$ cat config.mk
export PLATFORM = sky130hd
export DESIGN_NAME = uart_frame_ctrl
export DESIGN_NICKNAME = d
export VERILOG_FILES = /design/src/rtl/uart_frame_pkg.sv /design/src/rtl/frame_buf.sv /design/src/rtl/uart_frame_ctrl.sv
export SDC_FILE = /design/constraint.sdc
export NUM_CORES = 1
export LEC_CHECK = 0
export BUFFER_PORTS_ARGS = -buffer_cell sky130_fd_sc_hd__clkbuf_2
export CAP_MARGIN = 20
export CORE_MARGIN = 3
export CORE_UTILIZATION = 45
export DETAILED_ROUTE_END_ITERATION = 8
export PLACE_DENSITY_LB_ADDON = 0.1
export SKIP_LAST_GASP = 1
export SLEW_MARGIN = 20
export SYNTH_ARGS = -nofsm -noshare
export SYNTH_HDL_FRONTEND = slang
export SYNTH_SLANG_ARGS = --single-unit
export TNS_END_PERCENT = 10
$ cat constraint.sdc
create_clock -name clk -period 3.1 [get_ports clk]
set_clock_uncertainty 0.05 [all_clocks]
set_input_delay 0.775 -clock clk [delete_from_list [all_inputs] [get_ports clk]]
set_output_delay 0.775 -clock clk [all_outputs]
set_load 0.03 [all_outputs]
$ cat src/rtl/uart_frame_pkg.sv
// Shared constants for the UART frame controller: FSM state codes, error cause codes, default header.
// Latency: n/a (package only).
// Backpressure: n/a (package only).
package uart_frame_pkg;

  // FSM state encoding
  localparam logic [2:0] ST_IDLE   = 3'd0;
  localparam logic [2:0] ST_ADDR   = 3'd1;
  localparam logic [2:0] ST_LEN    = 3'd2;
  localparam logic [2:0] ST_DATA   = 3'd3;
  localparam logic [2:0] ST_CSUM   = 3'd4;
  localparam logic [2:0] ST_COMMIT = 3'd5;

  // frame_err cause codes reported on err_code
  localparam logic [1:0] ERR_CSUM = 2'd0;
  localparam logic [1:0] ERR_LEN  = 2'd1;
  localparam logic [1:0] ERR_TMO  = 2'd2;
  localparam logic [1:0] ERR_OVR  = 2'd3;

  localparam logic [7:0] HDR_DEFAULT = 8'hAA;

endpackage

$ cat src/rtl/frame_buf.sv
// Payload buffer: DEPTH x 8 register file, one synchronous write port, one asynchronous read port.
// Latency: write visible on the read port the cycle after we_i; read is combinational.
// Backpressure: none; the caller owns sequencing of writes and reads.
// Ports: clk, rst_n | we_i, waddr_i, wdata_i (write) | raddr_i -> rdata_o (read).
module frame_buf #(
  parameter int DEPTH = 16,
  parameter int IDX_W = (DEPTH > 1) ? $clog2(DEPTH) : 1
) (
  input  logic             clk,
  input  logic             rst_n,
  input  logic             we_i,
  input  logic [IDX_W-1:0] waddr_i,
  input  logic [7:0]       wdata_i,
  input  logic [IDX_W-1:0] raddr_i,
  output logic [7:0]       rdata_o
);

  logic [7:0] mem_q [DEPTH];

  always_ff @(posedge clk or negedge rst_n) begin
    if (!rst_n) begin
      for (int i = 0; i < DEPTH; i++) mem_q[i] <= '0;
    end else if (we_i) begin
      mem_q[waddr_i] <= wdata_i;
    end
  end

  assign rdata_o = mem_q[raddr_i];

endmodule

$ cat src/rtl/uart_frame_ctrl.sv
// Parses AA|addr|len|payload|csum frames from the UART byte receiver and replays verified payloads to LCD memory.
// Latency: first wr_en the cycle after the checksum byte; frame_ok len + stall cycles + 1 after that byte.
// Backpressure: wr_en/wr_ready handshake; address and data hold while stalled. Receiver cannot be stalled (overrun flagged).
// Ports: clk, rst_n | rx_int, rx_data (receiver) | wr_en, wr_ready, wr_addr, wr_data (LCD write)
//        | frame_ok, frame_err, err_code, busy (status).
module uart_frame_ctrl
  import uart_frame_pkg::*;
#(
  parameter logic [7:0] HDR         = HDR_DEFAULT,
  parameter int         ADDR_W      = 5,
  parameter int         MAX_LEN     = 16,
  parameter int         TIMEOUT_CYC = 500000
) (
  input  logic              clk,
  input  logic              rst_n,
  input  logic              rx_int,
  input  logic [7:0]        rx_data,
  output logic              wr_en,
  input  logic              wr_ready,
  output logic [ADDR_W-1:0] wr_addr,
  output logic [7:0]        wr_data,
  output logic              frame_ok,
  output logic              frame_err,
  output logic [1:0]        err_code,
  output logic              busy
);

  localparam int IDX_W = (MAX_LEN > 1) ? $clog2(MAX_LEN) : 1;
  localparam int LEN_W = $clog2(MAX_LEN + 1);
  localparam int CNT_W = $clog2(TIMEOUT_CYC);

  logic              rx_int_q;
  logic [2:0]        state_q, state_d;
  logic [ADDR_W-1:0] base_q, base_d;
  logic [LEN_W-1:0]  len_q, len_d;
  logic [LEN_W-1:0]  idx_q, idx_d;
  logic [7:0]        csum_q, csum_d;
  logic [CNT_W-1:0]  cnt_q, cnt_d;
  logic              frame_ok_q, frame_ok_d;
  logic              frame_err_q, frame_err_d;
  logic [1:0]        err_code_q, err_code_d;

  logic              byte_stb;
  logic              wait_st;
  logic              tmo_hit;
  logic              buf_we;
  logic [LEN_W-1:0]  idx_inc;

  // A byte is complete on the falling edge of the receiver busy flag.
  assign byte_stb = rx_int_q & ~rx_int;
  assign idx_inc  = idx_q + LEN_W'(1);
  assign wait_st  = (state_q == ST_ADDR) || (state_q == ST_LEN) ||
                    (state_q == ST_DATA) || (state_q == ST_CSUM);

  // Abort on the edge where the idle counter would reach TIMEOUT_CYC-1, so the
  // error pulse and the drop of busy land TIMEOUT_CYC cycles after the last strobe.
  // A strobe in the same cycle wins.
  assign tmo_hit = wait_st && !byte_stb && (cnt_q == CNT_W'(TIMEOUT_CYC - 2));

  assign cnt_d = (byte_stb || !wait_st) ? '0 : cnt_q + CNT_W'(1);

  always_comb begin
    state_d     = state_q;
    base_d      = base_q;
    len_d       = len_q;
    idx_d       = idx_q;
    csum_d      = csum_q;
    frame_ok_d  = 1'b0;
    frame_err_d = 1'b0;
    err_code_d  = err_code_q;
    buf_we      = 1'b0;

    case (state_q)
      ST_IDLE: begin
        if (byte_stb && rx_data == HDR) state_d = ST_ADDR;
      end
      ST_ADDR: begin
        if (byte_stb) begin
          base_d  = rx_data[ADDR_W-1:0];
          csum_d  = rx_data;
          state_d = ST_LEN;
        end
      end
      ST_LEN: begin
        if (byte_stb) begin
          if (rx_data == 8'd0 || rx_data > 8'(MAX_LEN)) begin
            frame_err_d = 1'b1;
            err_code_d  = ERR_LEN;
            state_d     = ST_IDLE;
          end else begin
            len_d   = rx_data[LEN_W-1:0];
            csum_d  = csum_q ^ rx_data;
            idx_d   = '0;
            state_d = ST_DATA;
          end
        end
      end
      ST_DATA: begin
        if (byte_stb) begin
          buf_we = 1'b1;
          csum_d = csum_q ^ rx_data;
          idx_d  = idx_inc;
          if (idx_inc == len_q) state_d = ST_CSUM;
        end
      end
      ST_CSUM: begin
        if (byte_stb) begin
          if (rx_data == csum_q) begin
            idx_d   = '0;
            state_d = ST_COMMIT;
          end else begin
            frame_err_d = 1'b1;
            err_code_d  = ERR_CSUM;
            state_d     = ST_IDLE;
          end
        end
      end
      ST_COMMIT: begin
        // A byte arriving now cannot be buffered; flag it but keep committing.
        if (byte_stb) begin
          frame_err_d = 1'b1;
          err_code_d  = ERR_OVR;
        end
        if (wr_ready) begin
          idx_d = idx_inc;
          if (idx_inc == len_q) begin
            frame_ok_d = 1'b1;
            state_d    = ST_IDLE;
          end
        end
      end
      default: state_d = ST_IDLE;
    endcase

    if (tmo_hit) begin
      frame_err_d = 1'b1;
      err_code_d  = ERR_TMO;
      state_d     = ST_IDLE;
    end
  end

  always_ff @(posedge clk or negedge rst_n) begin
    if (!rst_n) begin
      rx_int_q    <= 1'b0;
      state_q     <= ST_IDLE;
      base_q      <= '0;
      len_q       <= '0;
      idx_q       <= '0;
      csum_q      <= '0;
      cnt_q       <= '0;
      frame_ok_q  <= 1'b0;
      frame_err_q <= 1'b0;
      err_code_q  <= ERR_CSUM;
    end else begin
      rx_int_q    <= rx_int;
      state_q     <= state_d;
      base_q      <= base_d;
      len_q       <= len_d;
      idx_q       <= idx_d;
      csum_q      <= csum_d;
      cnt_q       <= cnt_d;
      frame_ok_q  <= frame_ok_d;
      frame_err_q <= frame_err_d;
      err_code_q  <= err_code_d;
    end
  end

  frame_buf #(
    .DEPTH (MAX_LEN),
    .IDX_W (IDX_W)
  ) u_buf (
    .clk     (clk),
    .rst_n   (rst_n),
    .we_i    (buf_we),
    .waddr_i (idx_q[IDX_W-1:0]),
    .wdata_i (rx_data),
    .raddr_i (idx_q[IDX_W-1:0]),
    .rdata_o (wr_data)
  );

  // Write port is decoded straight from registered state so reset kills it at once.
  assign wr_en     = (state_q == ST_COMMIT);
  assign wr_addr   = base_q + ADDR_W'(idx_q);
  assign frame_ok  = frame_ok_q;
  assign frame_err = frame_err_q;
  assign err_code  = err_code_q;
  assign busy      = (state_q != ST_IDLE);

endmodule

# Yosys cells after proc, flatten, opt, wreduce, memory -nomap -nowiden
# Cells that the tools add are included.
# Widths: inputs -> output; s select.
# word_totals
ff_bits	178
output_inout_bits	19
# classes
add_sub_neg	3
n_lt_le_gt_ge	3
eq_ne	27
muxes	49
bitwise	5
reduce_logical	23
# ops
op	count
$bwmux 128	1
$mux 8	7
$bmux 8 s4	1
$demux 8 s4	1
$mux 3	10
$mux 5	6
$pmux 8 s3	1
$pmux 5 s4	1
$add 19x1->19 const B	1
$eq 19x19->1 const B	1
$mux 19	1
$ne 3x3->1 const B	6
$pmux 3 s6	1
$mux 2	7
$mux 1	10
$ne 2x2->1 const B	5
$ne 3x1->1 const B	3
$eq 8x8->1	1
$eq 8x8->1 const B	1
$gt 8x5->1 const B	1
$logic_not 8->1	1
$reduce_and 8->1	1
$reduce_bool 4->1	2
$xor 8x8->8	1
other kinds (25)	39

# Logic depth before layout (Yosys ltp)
# Gate-level depths: netlist of run 1.
# logic_depth
ltp_word	8
depth_mapped	9
mapped_depth_nobuf	7

# Modules after synthesis
# A second synthesis of run 1 with hierarchy kept.
# unflattened
cells_unflattened	663
hier_area_um2	8827.2
# modules_own_cells
module	n_inst	cells_per_inst	area_each_um2
frame_buf	1	365	5915.7
uart_frame_ctrl	1	298	2911.5

# Worst setup path after synthesis of run 1
# OpenSTA, ideal clock, no wires.
# synth_path
kind	flip-flop to output port
start	reg idx_q[1]
end	out wr_addr[4]
t_arrival_ps	2288
setup_slack_ps	-13
path_stages_with_launch	9
path_cell_list	dfrtp_1 clkbuf_1 clkbuf_1 inv_1 fa_1 inv_1 a21o_1 a21oi_1 xnor2_1
# synth_between
elab_chain_cells	1
# synth_rtl
element	line	source
start, declared	uart_frame_ctrl.sv:36	logic [LEN_W-1:0] idx_q, idx_d;
start signal, assigned	uart_frame_ctrl.sv:159	idx_q <= idx_d;
$add 5x5->5	uart_frame_ctrl.sv:183	assign wr_addr = base_q + ADDR_W'(idx_q);
end, declared	uart_frame_ctrl.sv:20	output logic [ADDR_W-1:0] wr_addr,
# No other way between the ends.

# Final worst setup path of run 1
# layout_path
start	reg idx_q[0]
end	out wr_data[4]
# layout_between
elab_chain_cells	4
# layout_rtl
element	line	source
$not 4->5 (not written as such)	frame_buf.sv:28	assign rdata_o = mem_q[raddr_i];
$bmux 8 s4	frame_buf.sv:28	
$mux 8 (not written as such) (2 in a row)	frame_buf.sv:28	
end, declared	uart_frame_ctrl.sv:21	output logic [7:0] wr_data,
# No other way between the ends. The select of a mux whose other input is x is not followed.

==> impl_metrics.csv, run 1 <==
group,metric,value,unit
outcome,status,"finished with violations",
outcome,failed_checks,"setup timing",
clock_network,cts-root-buf,"clkbuf_16",
clock_network,clock-sinks,178,
critical_path,r2r_end,"state_q[0]",
clock_network,cts_buffers,17,
logic_synthesis,synth.distinct_cells,57,
critical_path,ff2ff_setup_slack,410,ps
placement,post-place-ws,285,ps
drt,antenna_left,0,
critical_path,cp_slowest_stage_delay,540,ps
placement,place_area,9400,um^2
critical_path,path_class,"reg2out",
drt,dr_wl_met2,10100,um
critical_path,cp_data_arrival_time,2300,ps
sta,hold_viol_final,0,
final_layout,finish.utilization,53.3,%
logic_synthesis,ys_seq_area_share,50.4,%
sta,slew_headroom,55.2,%
floorplan,io_pins,31,
logic_synthesis,synth_area,8840,um^2
drt,drt-met1-wl,9370,um
sta,fin_tns_setup,-110,ps
final_layout,area_growth,14.7,%
logic_synthesis,ys_async_sr_fraction,100,%
placement,place_hpwl,13300,um
power_and_ir_drop,p_sw,1100,uW
final_layout,stdcell_area,10100,um^2
power_and_ir_drop,p_int,3530,uW
clock_network,clk_path_buf_depth,2,
global_route,antenna_found_initial,0,
logic_synthesis,syn_area_per_cell,13.6,um^2
sta,fmax,320,MHz
final_layout,diodes,0,
critical_path,crit_buf_inv,3,
critical_path,cp-start-kind,"flip-flop",
final_layout,nNetsFinal,713,
power_and_ir_drop,pwr_density_cell,457,nW/um^2
power_and_ir_drop,p_leak,0.00478,uW
sta,worst_pin_slew,672,ps
sta,setup_slack,-24.3,ps
power_and_ir_drop,comb_power_share,3.7,%
worst_hold_path,min_path_type,"in2async",
logic_synthesis,syn_inst,650,
power_and_ir_drop,p_clk_share,45.9,%
flow_run,maxCapViolCount,0,
drt,top_layer,"met4",
logic_synthesis,synth_edf_count,0,
drt,drtIter0Drc,290,
logic_synthesis,syn-num-nets,673,
placement,globalplace.congestion,0.834,
critical_path,reg2reg_from,"idx_q[1]",
critical_path,crit_chain,"buf_12 > buf_12 > mux4_2 > mux4_2 > buf_6",
final_layout,final_cell_mix,"dfrtp_1 (177), mux2_2 (134), mux4_2 (40)",
sta,slew_violations,0,
drt,route.met3.wl,803,um
final_layout,drive_gt1_share,42.4,%
drt,dr.pass1.iters,4,
logic_synthesis,synthFlopType,"dfrtp_1",
critical_path,worstPathRequired,2270,ps
global_route,grt_max_degree,64,
clock_network,cts_hold_buf,0,
floorplan,dieArea,21400,um^2
sta,fin_crit,3120,ps
clock_network,clkTransAtPathRegs,70,ps
global_route,grt_pass1_wl,32700,um
clock_network,h-tree-depth,4,
drt,via_per_inst,5.68,
floorplan,die_x,146,um
power_and_ir_drop,seq_power_share,50.4,%
logic_synthesis,yosys_warnings,0,
floorplan,initial_core_util,46.5,%
power_and_ir_drop,irDropWorstVdd,0.353,mV
critical_path,critical_path.top_delay_family,"multiplexers",
clock_network,clkLatencyLatePin,420,ps
critical_path,crit_slowest_cell,"mux4_2",
floorplan,die_h,146,um
logic_synthesis,ys_ff_latch,178,
sta,finalCritPeriodShare,101,%
drt,wirelength,20400,um
drt,route.detailed.drc,0,
critical_path,r2r_cells,7,
final_layout,fillers,1625,
critical_path,crit_path_max_fanout,7,
critical_path,worstSetupEndpointType,"output pin",
sta,setup_violations,8,
floorplan,rows,50,
placement,portBuffers,30,
power_and_ir_drop,switching_share,23.7,%
clock_network,cts_tree,"yes",
sta,rsz0062_at_grt,"true",
final_layout,mostFrequentLayoutCell,"dfrtp_1",
drt,post_drt_wl_per_cell,21.2,um
global_route,grt_overflow_total,0,
floorplan,coreArea,19000,um^2
global_route,grt_usage,19.7,%
global_route,grt_pass1_vias,5619,
drt,via_count,5467,
-- cells by family after synthesis --
logic type,after synthesis,synth area share [%]
muxes,189,29.2
DFF,178,50.4
adders and majority gates,11,1.64
buffers and inverters,57,2.73
AOI/OAI and AO/OA,58,4.36
xor gates and xnor gates,31,3.07
and+or+nand+nor,126,8.55
-- registers in the layout (all words and copies together), names as in the netlist --
signal,flops
base_q,5
frame_err,1
idx_q,5
err_code,2
rx_int_q,1
state_q,3
u_buf.mem_q,128
len_q,5
cnt_q,19
csum_q,8
frame_ok,1
-- per-layer routing --
layer	global-route usage, %	up-vias
met5	0	-
met4	3.76	0
met3	4.00	10
met2	32.1	93
met1	27.8	2863
li1	-	2501
-- timing repair --
action	in CTS	in global routing
setup endpoints to repair	8	9
pin swaps	0	3
buffers inserted	2	2
cloned	0	3
resized for setup	0	23
-- synthesized netlist by cell type, drive strengths merged, types with 4 or more instances --
library cell | count | area share [%]
a21o | 5 | 0.42
a21oi | 17 | 0.96
a31oi | 7 | 0.50
and2 | 4 | 0.28
and3 | 4 | 0.28
buf | 13 | 0.85
clkbuf | 33 | 1.4
dfrtp | 178 | 50
ha | 10 | 1.4
inv | 11 | 0.47
mux2 | 139 | 18
mux2i | 10 | 1.1
mux4 | 40 | 10
nand2 | 18 | 0.76
nand3 | 25 | 1.9
nand4 | 6 | 0.42
nor2 | 26 | 1.2
nor2b | 7 | 0.50
nor3 | 8 | 0.45
o21ai | 12 | 0.68
or3 | 7 | 0.55
xnor2 | 19 | 1.9
xor2 | 12 | 1.2
-- power groups by stage --
| stage | Combinational, uW | Clock, uW | Sequential, uW |
|---|---|---|---|
| 6_report | 171 | 2120 | 2340 |
| 5_1_grt | 191 | 2280 | 2340 |
| 4_1_cts | 175 | 2180 | 2340 |
| 3_5_place_dp | 174 | 0 | 2380 |
| 3_3_place_gp | 169 | 0 | 2380 |
| 2_1_floorplan | 68.3 | 0 | 2380 |
-- worst max path at each step --
| stage | startpoint | to | slack, ps | depth (start not counted) |
|---|---|---|---|---|
| 2_1_floorplan | idx_q[1] | wr_addr[4] | 160 | 8 |
| 3_3_place_gp | idx_q[0] | wr_data[4] | 320 | 4 |
| 3_5_place_dp | idx_q[0] | wr_data[4] | 280 | 4 |
| 4_1_cts | idx_q[0] | wr_data[4] | -120 | 4 |
| 5_1_grt | idx_q[0] | wr_data[2] | -80 | 5 |
| 6_report | idx_q[0] | wr_data[4] | -20 | 5 |
-- area by class of cell --
type | instances | area [um^2] | share of cell area, %
sequential | 178 | 4460 | 44.0
multi-input combinational | 415 | 4160 | 41.0
timing repair buffer | 67 | 569 | 5.62
clock buffer | 18 | 439 | 4.33
tap | 260 | 325 | 3.21
clock inverter | 14 | 146 | 1.44
inverter | 11 | 41.3 | 0.407
-- metrics by stage --
| step | power, uW | hold WS, ps | cells |
|---|---|---|---|
| 2_1_floorplan | 2450 | 397 | 650 |
| 3_3_place_gp | 2550 | 415 | 924 |
| 3_5_place_dp | 2550 | 431 | 924 |
| 4_1_cts | 4690 | 289 | 958 |
| 5_1_grt | 4810 | 296 | 963 |
| 6_report | 4630 | 261 | 963 |
Note: power is estimated with default switching activity, not from simulation.
==> inputs of run 2 (changes only) <==
==> constraint.sdc (replaced) <==
create_clock -name clk -period 3.1 [get_ports clk]
set_clock_uncertainty 0.05 [all_clocks]
set_input_delay 0.62 -clock clk [delete_from_list [all_inputs] [get_ports clk]]
set_output_delay 0.62 -clock clk [all_outputs]
set_load 0.03 [all_outputs]
==> impl_metrics.csv, run 2 (same netlist as run 1, synthesis figures left out) <==
group,metric,value,unit
drt,antenna_left,0,
drt,drtIter0Drc,240,
final_layout,mostFrequentLayoutCell,"dfrtp_1",
critical_path,cpMostUsedCell,"mux4_2",
critical_path,critical_path.top_delay_family,"multiplexers",
critical_path,worstSetupEndpointType,"output pin",
floorplan,dieArea,21400,um^2
global_route,grt_pass1_vias,5704,
sta,worst_pin_slew,788,ps
global_route,grt_pass1_wl,32400,um
final_layout,drive_gt1_share,41.1,%
sta,slew_violations,0,
placement,post-place-ws,461,ps
final_layout,fillers,1669,
critical_path,crit_slowest_cell,"mux4_2",
global_route,grt_overflow_total,0,
outcome,status,"complete, no violations",
final_layout,regArea,4460,um^2
clock_network,clk_path_buf_depth,2,
placement,place_hpwl,13500,um
critical_path,path_class,"reg2out",
sta,fin_tns_setup,0,ps
clock_network,cts-root-buf,"clkbuf_16",
final_layout,area_growth,13.8,%
sta,setup_slack,88.5,ps
sta,setup_violations,0,
worst_hold_path,min_path_type,"in2async",
floorplan,io_pins,31,
flow_run,maxCapViolCount,0,
drt,dr.pass1.iters,4,
floorplan,coreArea,19000,um^2
clock_network,cts_hold_buf,0,
critical_path,cp_slowest_stage_delay,590,ps
floorplan,rows,50,
critical_path,worstPathRequired,2430,ps
sta,finalCritPeriodShare,97.1,%
clock_network,clock-sinks,178,
power_and_ir_drop,p_leak,0.00474,uW
floorplan,die_h,146,um
final_layout,final_cell_mix,"dfrtp_1 (176), mux2_2 (134), mux4_2 (40)",
final_layout,largest_register_ffs,128,
sta,fin_crit,3010,ps
clock_network,cts_tree,"yes",
drt,via_count,5447,
clock_network,clkLatencyLatePin,430,ps
clock_network,cts_buffers,17,
power_and_ir_drop,pwr_density_cell,469,nW/um^2
drt,wirelength,20200,um
final_layout,nNetsFinal,709,
clock_network,h-tree-depth,4,
floorplan,die_x,146,um
clock_network,clkTransAtPathRegs,70,ps
final_layout,diodes,0,
global_route,grt_max_degree,65,
drt,post_drt_wl_per_cell,21.1,um
drt,via_per_inst,5.68,
final_layout,multi_input_area,4140,um^2
final_layout,biggestRegsByFlops,"u_buf.mem_q (128), cnt_q (19), csum_q (8)",
critical_path,crit_path_max_fanout,21,
placement,portBuffers,30,
sta,hold_viol_final,0,
critical_path,crit_buf_inv,2,
drt,route.detailed.drc,0,
critical_path,crit_chain,"buf_12 > mux4_2 > mux4_2 > clkbuf_2",
final_layout,stdcell_area,10100,um^2
global_route,grt_usage,19.5,%
sta,fmax,332,MHz
critical_path,cp_data_arrival_time,2340,ps
placement,place_area,9360,um^2
power_and_ir_drop,irDropWorstVdd,0.366,mV
floorplan,initial_core_util,46.5,%
placement,globalplace.congestion,0.857,
sta,slew_headroom,47.4,%
global_route,antenna_found_initial,0,
sta,rsz0062_at_grt,"false",
critical_path,cp-start-kind,"flip-flop",
final_layout,top_register,"u_buf.mem_q",
[run 2: through the flow]
step                      util, %  hold WS (ps)  total power [uW]  instances
after floorplan                 -           274              2450        650
after global placement       49.2           414              2550        919
after detailed placement     49.2           417              2560        919
after CTS                    52.4           155              4770        951
after global routing         52.9           168              4890        959
final                        52.9           134              4720        959
[run 2: what timing repair did]
| action | 4_1_cts | 5_1_grt |
|---|---|---|
| setup endpoints to repair | 0 | 1 |
| setup buffers | 0 | 7 |
| gates resized for setup | 0 | 3 |
[run 2: final timing paths]
| path | from | endpoint | slack, ps | depth (start not counted) |
|---|---|---|---|---|
| hold / removal | rst_n | base_q[2] | 130 | 1 |
| hold reg to reg | cnt_q[0] | cnt_q[0] | 420 | 1 |
| max in group asynchronous | rst_n | u_buf.mem_q[21] | 2090 | 2 |
| min in group clk | rx_int | rx_int_q | 280 | 1 |
| setup reg to reg | idx_q[0] | state_q[0] | 250 | 9 |
| setup / recovery | idx_q[0] | wr_data[2] | 90 | 4 |
[run 2: layout make-up]
cell class | instances | area share [%]
flip-flops and latches | 178 | 44.3
well taps | 260 | 3.24
inverters | 11 | 0.411
clock buffers | 21 | 4.48
repair buffers | 63 | 4.84
clock inverters | 11 | 1.51
multi-input cells | 415 | 41.2
[run 2: power breakdown]
group	switching (uW)	internal, uW
clock network	915	1300
logic	126	45.7
registers	6.56	2330
total	1050	3670
[run 2: routing by layer]
metal / routed length [um] / vias to the layer above / part of all wire (%) / track usage (%)
met5: 0 / - / 0 / 0
met4: 176 / 0 / 0.87 / 3.95
met3: 560 / 10 / 2.8 / 3.94
met2: 10100 / 66 / 50 / 32.5
met1: 9370 / 2909 / 46 / 26.8
li1: - / 2462 / - / -
